$ cat config.mk
export PLATFORM = sky130hd
export DESIGN_NAME = alu_core_flat
export DESIGN_NICKNAME = d
export VERILOG_FILES = /design/src/rtl/alu_if.sv /design/src/rtl/alu_core.sv /design/src/flat_wrapper.sv
export SDC_FILE = /design/constraint.sdc
export NUM_CORES = 1
export LEC_CHECK = 0
export ABC_AREA = 1
export CORE_AREA = 3 3 134 234
export DETAILED_ROUTE_END_ITERATION = 8
export DIE_AREA = 0 0 137 237
export DONT_BUFFER_PORTS = 1
export SYNTH_ARGS = -nofsm -noshare
export SYNTH_HDL_FRONTEND = slang
export SYNTH_SLANG_ARGS = --single-unit
$ cat constraint.sdc
create_clock -name CLK -period 7 [get_ports CLK]
set_input_delay 1.05 -clock CLK [delete_from_list [all_inputs] [get_ports CLK]]
set_output_delay 1.05 -clock CLK [all_outputs]
set_load 0.05 [all_outputs]
$ cat src/rtl/alu_if.sv
// ALU bus: the driver supplies operands, command, valid bits and enable;
// the ALU returns RES and the COUT/OFLOW/G/E/L/ERR flags.
interface alu_if #(
   parameter int DATA_WIDTH = 8,
   parameter int CMD_WIDTH  = 4
);
   logic [DATA_WIDTH-1:0] OPA;
   logic [DATA_WIDTH-1:0] OPB;
   logic [CMD_WIDTH-1:0]  CMD;
   logic                  MODE;
   logic                  CIN;
   logic [1:0]            INP_VALID;
   logic                  CE;
   logic [DATA_WIDTH+1:0] RES;
   logic                  COUT;
   logic                  OFLOW;
   logic                  G;
   logic                  E;
   logic                  L;
   logic                  ERR;

   modport master (
      output OPA, OPB, CMD, MODE, CIN, INP_VALID, CE,
      input  RES, COUT, OFLOW, G, E, L, ERR
   );

   modport slave (
      input  OPA, OPB, CMD, MODE, CIN, INP_VALID, CE,
      output RES, COUT, OFLOW, G, E, L, ERR
   );
endinterface

$ cat src/rtl/alu_core.sv
// Registered ALU with split-operand collection, timeout and 2-stage multiply.
// Ports: CLK, RESET (async, active low), bus (alu_if.slave: inputs/results).
module alu_core #(
   parameter int DATA_WIDTH = 8,
   parameter int CMD_WIDTH  = 4,
   parameter int TIMEOUT    = 16
) (
   input  logic CLK,
   input  logic RESET,
   alu_if.slave bus
);
   localparam int DW = DATA_WIDTH;
   localparam int EW = DATA_WIDTH + 1;
   localparam int RW = DATA_WIDTH + 2;
   localparam int SW = $clog2(DATA_WIDTH);
   localparam int TW = $clog2(TIMEOUT + 1);

   typedef enum logic [1:0] {IDLE, WAIT_A, WAIT_B} state_t;

   typedef struct packed {
      logic [DW-1:0]        a;
      logic [DW-1:0]        b;
      logic [CMD_WIDTH-1:0] cmd;
      logic                 mode;
      logic                 cin;
      logic                 err;
   } op_t;

   function automatic logic a_only(logic [CMD_WIDTH-1:0] c, logic m);
      int n = int'(c);
      return m ? (n == 4 || n == 5) : (n == 6 || n == 8 || n == 9);
   endfunction

   function automatic logic b_only(logic [CMD_WIDTH-1:0] c, logic m);
      int n = int'(c);
      return m ? (n == 6 || n == 7) : (n == 7 || n == 10 || n == 11);
   endfunction

   function automatic logic is_mul(op_t o);
      return !o.err && o.mode && (int'(o.cmd) == 9 || int'(o.cmd) == 10);
   endfunction

   state_t               state_q, state_d;
   logic [TW-1:0]        timer_q, timer_d;
   logic [DW-1:0]        lat_opnd_q, lat_opnd_d;
   logic [CMD_WIDTH-1:0] lat_cmd_q, lat_cmd_d;
   logic                 lat_mode_q, lat_mode_d;
   logic                 lat_cin_q, lat_cin_d;
   logic                 issue;
   op_t                  iss;
   op_t                  s1_q;
   logic                 s1_v_q, s2_v_q;
   logic [RW-1:0]        s2_res_q;
   logic [RW-1:0]        res_q;
   logic [5:0]           fl_q;
   logic                 stall;

   // A non-multiply sitting behind a multiply must wait one edge while
   // the multiply result drains; the front end is frozen for that edge.
   assign stall = s1_v_q && s2_v_q && !is_mul(s1_q);

   always_comb begin
      state_d    = state_q;
      timer_d    = timer_q;
      lat_opnd_d = lat_opnd_q;
      lat_cmd_d  = lat_cmd_q;
      lat_mode_d = lat_mode_q;
      lat_cin_d  = lat_cin_q;
      issue      = 1'b0;
      iss        = '{a: bus.OPA, b: bus.OPB, cmd: bus.CMD,
                     mode: bus.MODE, cin: bus.CIN, err: 1'b0};
      if (!stall) begin
         unique case (state_q)
            IDLE: begin
               if (bus.INP_VALID != 2'b00) begin
                  if (a_only(bus.CMD, bus.MODE)) begin
                     issue   = 1'b1;
                     iss.err = !bus.INP_VALID[0];
                  end else if (b_only(bus.CMD, bus.MODE)) begin
                     issue   = 1'b1;
                     iss.err = !bus.INP_VALID[1];
                  end else if (bus.INP_VALID == 2'b11) begin
                     issue = 1'b1;
                  end else begin
                     lat_opnd_d = bus.INP_VALID[0] ? bus.OPA : bus.OPB;
                     lat_cmd_d  = bus.CMD;
                     lat_mode_d = bus.MODE;
                     lat_cin_d  = bus.CIN;
                     timer_d    = '0;
                     state_d    = bus.INP_VALID[0] ? WAIT_B : WAIT_A;
                  end
               end
            end
            WAIT_A, WAIT_B: begin
               iss.cmd  = lat_cmd_q;
               iss.mode = lat_mode_q;
               iss.cin  = lat_cin_q;
               if (state_q == WAIT_B) iss.a = lat_opnd_q;
               else                   iss.b = lat_opnd_q;
               if ((state_q == WAIT_B) ? bus.INP_VALID[1]
                                       : bus.INP_VALID[0]) begin
                  issue   = 1'b1;
                  state_d = IDLE;
               end else if (timer_q == TW'(TIMEOUT - 1)) begin
                  issue   = 1'b1;
                  iss.err = 1'b1;
                  state_d = IDLE;
               end else begin
                  timer_d = timer_q + TW'(1);
               end
            end
            default: state_d = IDLE;
         endcase
      end
   end

   logic [EW-1:0] xa, xb, xc, sum;
   logic [DW-1:0] lg, rol_v, ror_v;
   logic [SW-1:0] sh;
   logic          rot_bad, bad, cy, bw, cg, ce_q, cl;
   logic [RW-1:0] nm_res, ma, mb, mul_res;
   logic [5:0]    nm_fl;

   assign xa      = {1'b0, s1_q.a};
   assign xb      = {1'b0, s1_q.b};
   assign xc      = EW'(s1_q.cin);
   assign sh      = s1_q.b[SW-1:0];
   assign rot_bad = (s1_q.b >> SW) != '0;
   assign rol_v   = (s1_q.a << sh) | (s1_q.a >> (DW - int'(sh)));
   assign ror_v   = (s1_q.a >> sh) | (s1_q.a << (DW - int'(sh)));

   always_comb begin
      sum  = '0;
      lg   = '0;
      cy   = 1'b0;
      bw   = 1'b0;
      cg   = 1'b0;
      ce_q = 1'b0;
      cl   = 1'b0;
      bad  = s1_q.err;
      if (s1_q.mode) begin
         unique case (int'(s1_q.cmd))
            0: begin sum = xa + xb; cy = sum[DW]; end
            1: begin sum = xa - xb; cy = sum[DW]; bw = sum[DW]; end
            2: begin sum = xa + xb + xc; cy = sum[DW]; end
            3: begin sum = xa - xb - xc; cy = sum[DW]; bw = sum[DW]; end
            4: sum = xa + EW'(1);
            5: sum = xa - EW'(1);
            6: sum = xb + EW'(1);
            7: sum = xb - EW'(1);
            8: begin
               cg   = s1_q.a > s1_q.b;
               ce_q = s1_q.a == s1_q.b;
               cl   = s1_q.a < s1_q.b;
            end
            9, 10: ;
            default: bad = 1'b1;
         endcase
      end else begin
         unique case (int'(s1_q.cmd))
            0:  lg = s1_q.a & s1_q.b;
            1:  lg = ~(s1_q.a & s1_q.b);
            2:  lg = s1_q.a | s1_q.b;
            3:  lg = ~(s1_q.a | s1_q.b);
            4:  lg = s1_q.a ^ s1_q.b;
            5:  lg = ~(s1_q.a ^ s1_q.b);
            6:  lg = ~s1_q.a;
            7:  lg = ~s1_q.b;
            8:  lg = s1_q.a >> 1;
            9:  lg = s1_q.a << 1;
            10: lg = s1_q.b >> 1;
            11: lg = s1_q.b << 1;
            12: begin lg = rol_v; bad = bad | rot_bad; end
            13: begin lg = ror_v; bad = bad | rot_bad; end
            default: bad = 1'b1;
         endcase
      end
      nm_res = s1_q.mode ? {1'b0, sum} : {2'b00, lg};
      nm_fl  = {cy, bw, cg, ce_q, cl, 1'b0};
      if (bad) begin
         nm_res = '0;
         nm_fl  = 6'b000001;
      end
   end

   always_comb begin
      if (int'(s1_q.cmd) == 9) begin
         ma = RW'(s1_q.a) + RW'(1);
         mb = RW'(s1_q.b) + RW'(1);
      end else begin
         ma = RW'({s1_q.a[DW-2:0], 1'b0});
         mb = RW'(s1_q.b);
      end
      mul_res = ma * mb;
   end

   always_ff @(posedge CLK or negedge RESET) begin
      if (!RESET) begin
         state_q    <= IDLE;
         timer_q    <= '0;
         lat_opnd_q <= '0;
         lat_cmd_q  <= '0;
         lat_mode_q <= 1'b0;
         lat_cin_q  <= 1'b0;
         s1_q       <= '0;
         s1_v_q     <= 1'b0;
         s2_v_q     <= 1'b0;
         s2_res_q   <= '0;
         res_q      <= '0;
         fl_q       <= '0;
      end else if (bus.CE) begin
         state_q    <= state_d;
         timer_q    <= timer_d;
         lat_opnd_q <= lat_opnd_d;
         lat_cmd_q  <= lat_cmd_d;
         lat_mode_q <= lat_mode_d;
         lat_cin_q  <= lat_cin_d;
         if (!stall) begin
            s1_v_q <= issue;
            s1_q   <= iss;
         end
         s2_v_q   <= s1_v_q && is_mul(s1_q);
         s2_res_q <= mul_res;
         if (s2_v_q) begin
            res_q <= s2_res_q;
            fl_q  <= '0;
         end else if (s1_v_q && !is_mul(s1_q)) begin
            res_q <= nm_res;
            fl_q  <= nm_fl;
         end
      end
   end

   assign bus.RES   = res_q;
   assign bus.COUT  = fl_q[5];
   assign bus.OFLOW = fl_q[4];
   assign bus.G     = fl_q[3];
   assign bus.E     = fl_q[2];
   assign bus.L     = fl_q[1];
   assign bus.ERR   = fl_q[0];
endmodule

$ cat src/flat_wrapper.sv
// flat-port wrapper written by rule: the top's interface ports become plain ports
module alu_core_flat 
#(
   parameter int DATA_WIDTH = 8,
   parameter int CMD_WIDTH  = 4,
   parameter int TIMEOUT    = 16
)
  (CLK, RESET, bus_OPA, bus_OPB, bus_CMD, bus_MODE, bus_CIN, bus_INP_VALID, bus_CE, bus_RES, bus_COUT, bus_OFLOW, bus_G, bus_E, bus_L, bus_ERR);
  alu_if #(.DATA_WIDTH(DATA_WIDTH), .CMD_WIDTH(CMD_WIDTH)) bus_i ();
  input  logic CLK;
  input  logic RESET;
  input wire logic [$bits(bus_i.OPA)-1:0] bus_OPA;
  input wire logic [$bits(bus_i.OPB)-1:0] bus_OPB;
  input wire logic [$bits(bus_i.CMD)-1:0] bus_CMD;
  input wire logic [$bits(bus_i.MODE)-1:0] bus_MODE;
  input wire logic [$bits(bus_i.CIN)-1:0] bus_CIN;
  input wire logic [$bits(bus_i.INP_VALID)-1:0] bus_INP_VALID;
  input wire logic [$bits(bus_i.CE)-1:0] bus_CE;
  output wire logic [$bits(bus_i.RES)-1:0] bus_RES;
  output wire logic [$bits(bus_i.COUT)-1:0] bus_COUT;
  output wire logic [$bits(bus_i.OFLOW)-1:0] bus_OFLOW;
  output wire logic [$bits(bus_i.G)-1:0] bus_G;
  output wire logic [$bits(bus_i.E)-1:0] bus_E;
  output wire logic [$bits(bus_i.L)-1:0] bus_L;
  output wire logic [$bits(bus_i.ERR)-1:0] bus_ERR;
  assign bus_i.OPA = bus_OPA;
  assign bus_i.OPB = bus_OPB;
  assign bus_i.CMD = bus_CMD;
  assign bus_i.MODE = bus_MODE;
  assign bus_i.CIN = bus_CIN;
  assign bus_i.INP_VALID = bus_INP_VALID;
  assign bus_i.CE = bus_CE;
  assign bus_RES = bus_i.RES;
  assign bus_COUT = bus_i.COUT;
  assign bus_OFLOW = bus_i.OFLOW;
  assign bus_G = bus_i.G;
  assign bus_E = bus_i.E;
  assign bus_L = bus_i.L;
  assign bus_ERR = bus_i.ERR;
  alu_core #(.DATA_WIDTH(DATA_WIDTH), .CMD_WIDTH(CMD_WIDTH), .TIMEOUT(TIMEOUT)) u_core (.CLK(CLK), .RESET(RESET), .bus(bus_i));
endmodule
==> flow_summary.toml <==
[global_route]
antenna_found_initial = 0
groute.usage.overall_pct = 25.0
overflow = 0
first_global_vias = 9666
grt_max_degree = 73
grt_pass1_wl_mm = 59.9

[setup_path]
crit_type = "reg2reg"
r2r_start = "u_core.s1_q[8]"
critPathLaunch = "u_core.s1_q[8]"
cpMostUsedCell = "inv_1"
end_kind = "register"
worst_setup_path_start_kind = "register"
cp_slowest_stage_delay_ns = 0.62
crit_fanout = 21
critPathBufInv = 9
crit_family = "adder cells"
crit_required_ns = 7.25
cp.arrival_ns = 6.23
slowest_stage = "dfrtp_1"

[clock_tree]
cts_buffers = 9
post_cts_buffers = 0
postCtsHoldBufs = 0
cts_buffer_depth = 2
cts_tree = "yes"
ctsResizeCount = 0
htreeDepth = 3
clk_pin_slew_ns = 0.07
clk_latency_ns = 0.35
cts.sinks = 72
cts_root_buf = "clkbuf_16"

[synth]
synthAdderAreaFrac_pct = 14.2
yosysTopAreaCellShare_pct = 20.4
synthSimpleGateAreaFrac_pct = 33.7
synthDistinctLibCells = 50
synth_seq_area_share_pct = 20.4
ys_ff_latch = 72
postSynthCellCount = 1404
synthMuxAreaShare_pct = 0.127
yosysMostFrequentCell = "nand2_1"
synth_top_family_by_area = "simple AND/OR/NAND/NOR gates"
synth.avg_cell_area_um2 = 6.30
synth_area_um2 = 8840
synth_compound_area_share_pct = 19.1
synth_commonest_cells = "394 x nand2_1, 182 x inv_1, 143 x nor2_1, 124 x o21ai_0, 82 x nand3_1"
post-synth-top-area-cell = "dfrtp_1"
synth_edf_count = 0
synth-xor-area-share_pct = 1.19
synth_area_leaders = "dfrtp_1 20%, nand2_1 17%, ha_1 8.8%, inv_1 7.7%, o21ai_0 7.0%"
ys_warn_count = 0
synth_fp_nets = 1517
postSynth.asyncResetShare_pct = 100
synth-main-ff-cell = "dfrtp_1"

[routing]
wire_per_inst_um = 22.5
postRouteWirelength_mm = 39.9
drt-initial-drc-count = 666
vias_per_cell = 5.41
drcViolationCount = 0
ant_nets = 0
vias = 9622
first_pass_iters = 7

[placed_design]
dp_hpwl_mm = 32.0
gp_congestion = 1.06
port_buffers = 0

[timing]
finalClockSkew_ns = 0.0156
maxSlewViolCount = 0
period_share_pct = 85.5
finalSetupViolCount = 0
final.setup.tns_ns = 0
worst_slew_pin_slew_ns = 0.764
fmax_mhz = 167
finalHoldViolCount = 0
min_period_ns = 5.98
rsz0062_at_grt = "false"
max_slew_margin_pct = 48.8

[die]
io_pins = 43
start_util_pct = 29.6
coreArea_um2 = 29800
die_y_um = 237
fp-row-count = 84
die_area_um2 = 32500
die_w_um = 137

[finish]
fin_nets = 1498
area_delta_synth_final_pct = 7.52
antenna_cells = 0
drive_gt1_share_pct = 5.83

[run_status]
outcome = "completed"

[flow_run]
maxCapViolCount = 0

[hold_path]
min_path_type = "in2async"
-- sequential cells by signal (all words and copies together) (netlist names) --
register	flops
u_core.timer_q	5
u_core.s2_v_q	1
u_core.lat_mode_q	1
u_core.s1_q	23
u_core.s2_res_q	10
u_core.lat_cmd_q	4
u_core.lat_opnd_q	8
u_core.state_q	2
u_core.lat_cin_q	1
u_core.s1_v_q	1
u_core.bus.RES	10
u_core.fl_q	6
-- placed cells by master, fill, tap and decap left out, drive strengths merged, types with 3 or more instances in the layout --
cell,instances
a211oi,4
a21oi,54
and2,3
buf,21
clkbuf,9
clkinv,8
dfrtp,72
fa,24
ha,62
inv,193
nand2,405
nand3,84
nand3b,6
nand4,22
nor2,154
nor3,10
nor4,7
o2111ai,7
o211ai,37
o21ai,142
o221ai,4
o22ai,23
o31ai,7
or2,5
xnor2,6
xor2,6
-- layout make-up --
class                      instances  area, um^2
clock buffer                       9         225
clock inverter                     7        61.3
fill                            3378       20300
inverter                         196         736
multi-input combinational       1085        6040
sequential                        72        1800
tap                              387         484
timing repair buffer              21         158
-- logic make-up after synthesis --
kind of cell	Yosys count
AND/OR/NAND/NOR	697
buffers and inverters	247
XOR/XNOR	12
adder cells (fa/ha/maj)	86
AO/OA/AOI/OAI	289
flip-flops	72
multiplexers	1
-- per-stage QoR --
stage                     cell area [um^2]  util (%)  hold WS, ns  worst slack [ns]  cells
after floorplan                       8840         -        0.442              1.22   1404
after global placement                9220      30.9        0.462              1.18   1761
after detailed placement              9220      30.9        0.469              1.12   1761
after CTS                             9500      31.8        0.369              1.12   1777
after global routing                  9500      31.8        0.369             0.738   1777
final                                 9500      31.8        0.385              1.02   1777
-- worst paths after layout --
path / endpoint / slack, ns / depth (start not counted)
max: u_core.s2_res_q[9] / 1.02 / 26
min: u_core.bus.RES[1] / 0.38 / 0
max reg2reg: u_core.s2_res_q[9] / 1.02 / 26
min reg2reg: u_core.s2_res_q[2] / 0.48 / 2
max in group asynchronous: u_core.s1_q[5] / 6.47 / 0
min in group CLK: u_core.s2_res_q[2] / 0.48 / 2
-- metal layers --
| layer | up-vias | GRT usage [%] | share of wire, % |
|---|---|---|---|
| li1 | 4571 | - | - |
| met5 | - | 0 | 0 |
| met1 | 4516 | 24.0 | 32 |
| met2 | 376 | 44.1 | 51 |
| met4 | 0 | 22.8 | 12 |
| met3 | 159 | 4.15 | 4.8 |
Power is not shown: default switching activity piles up to over one toggle a cycle in this logic, so the estimate is an artifact.
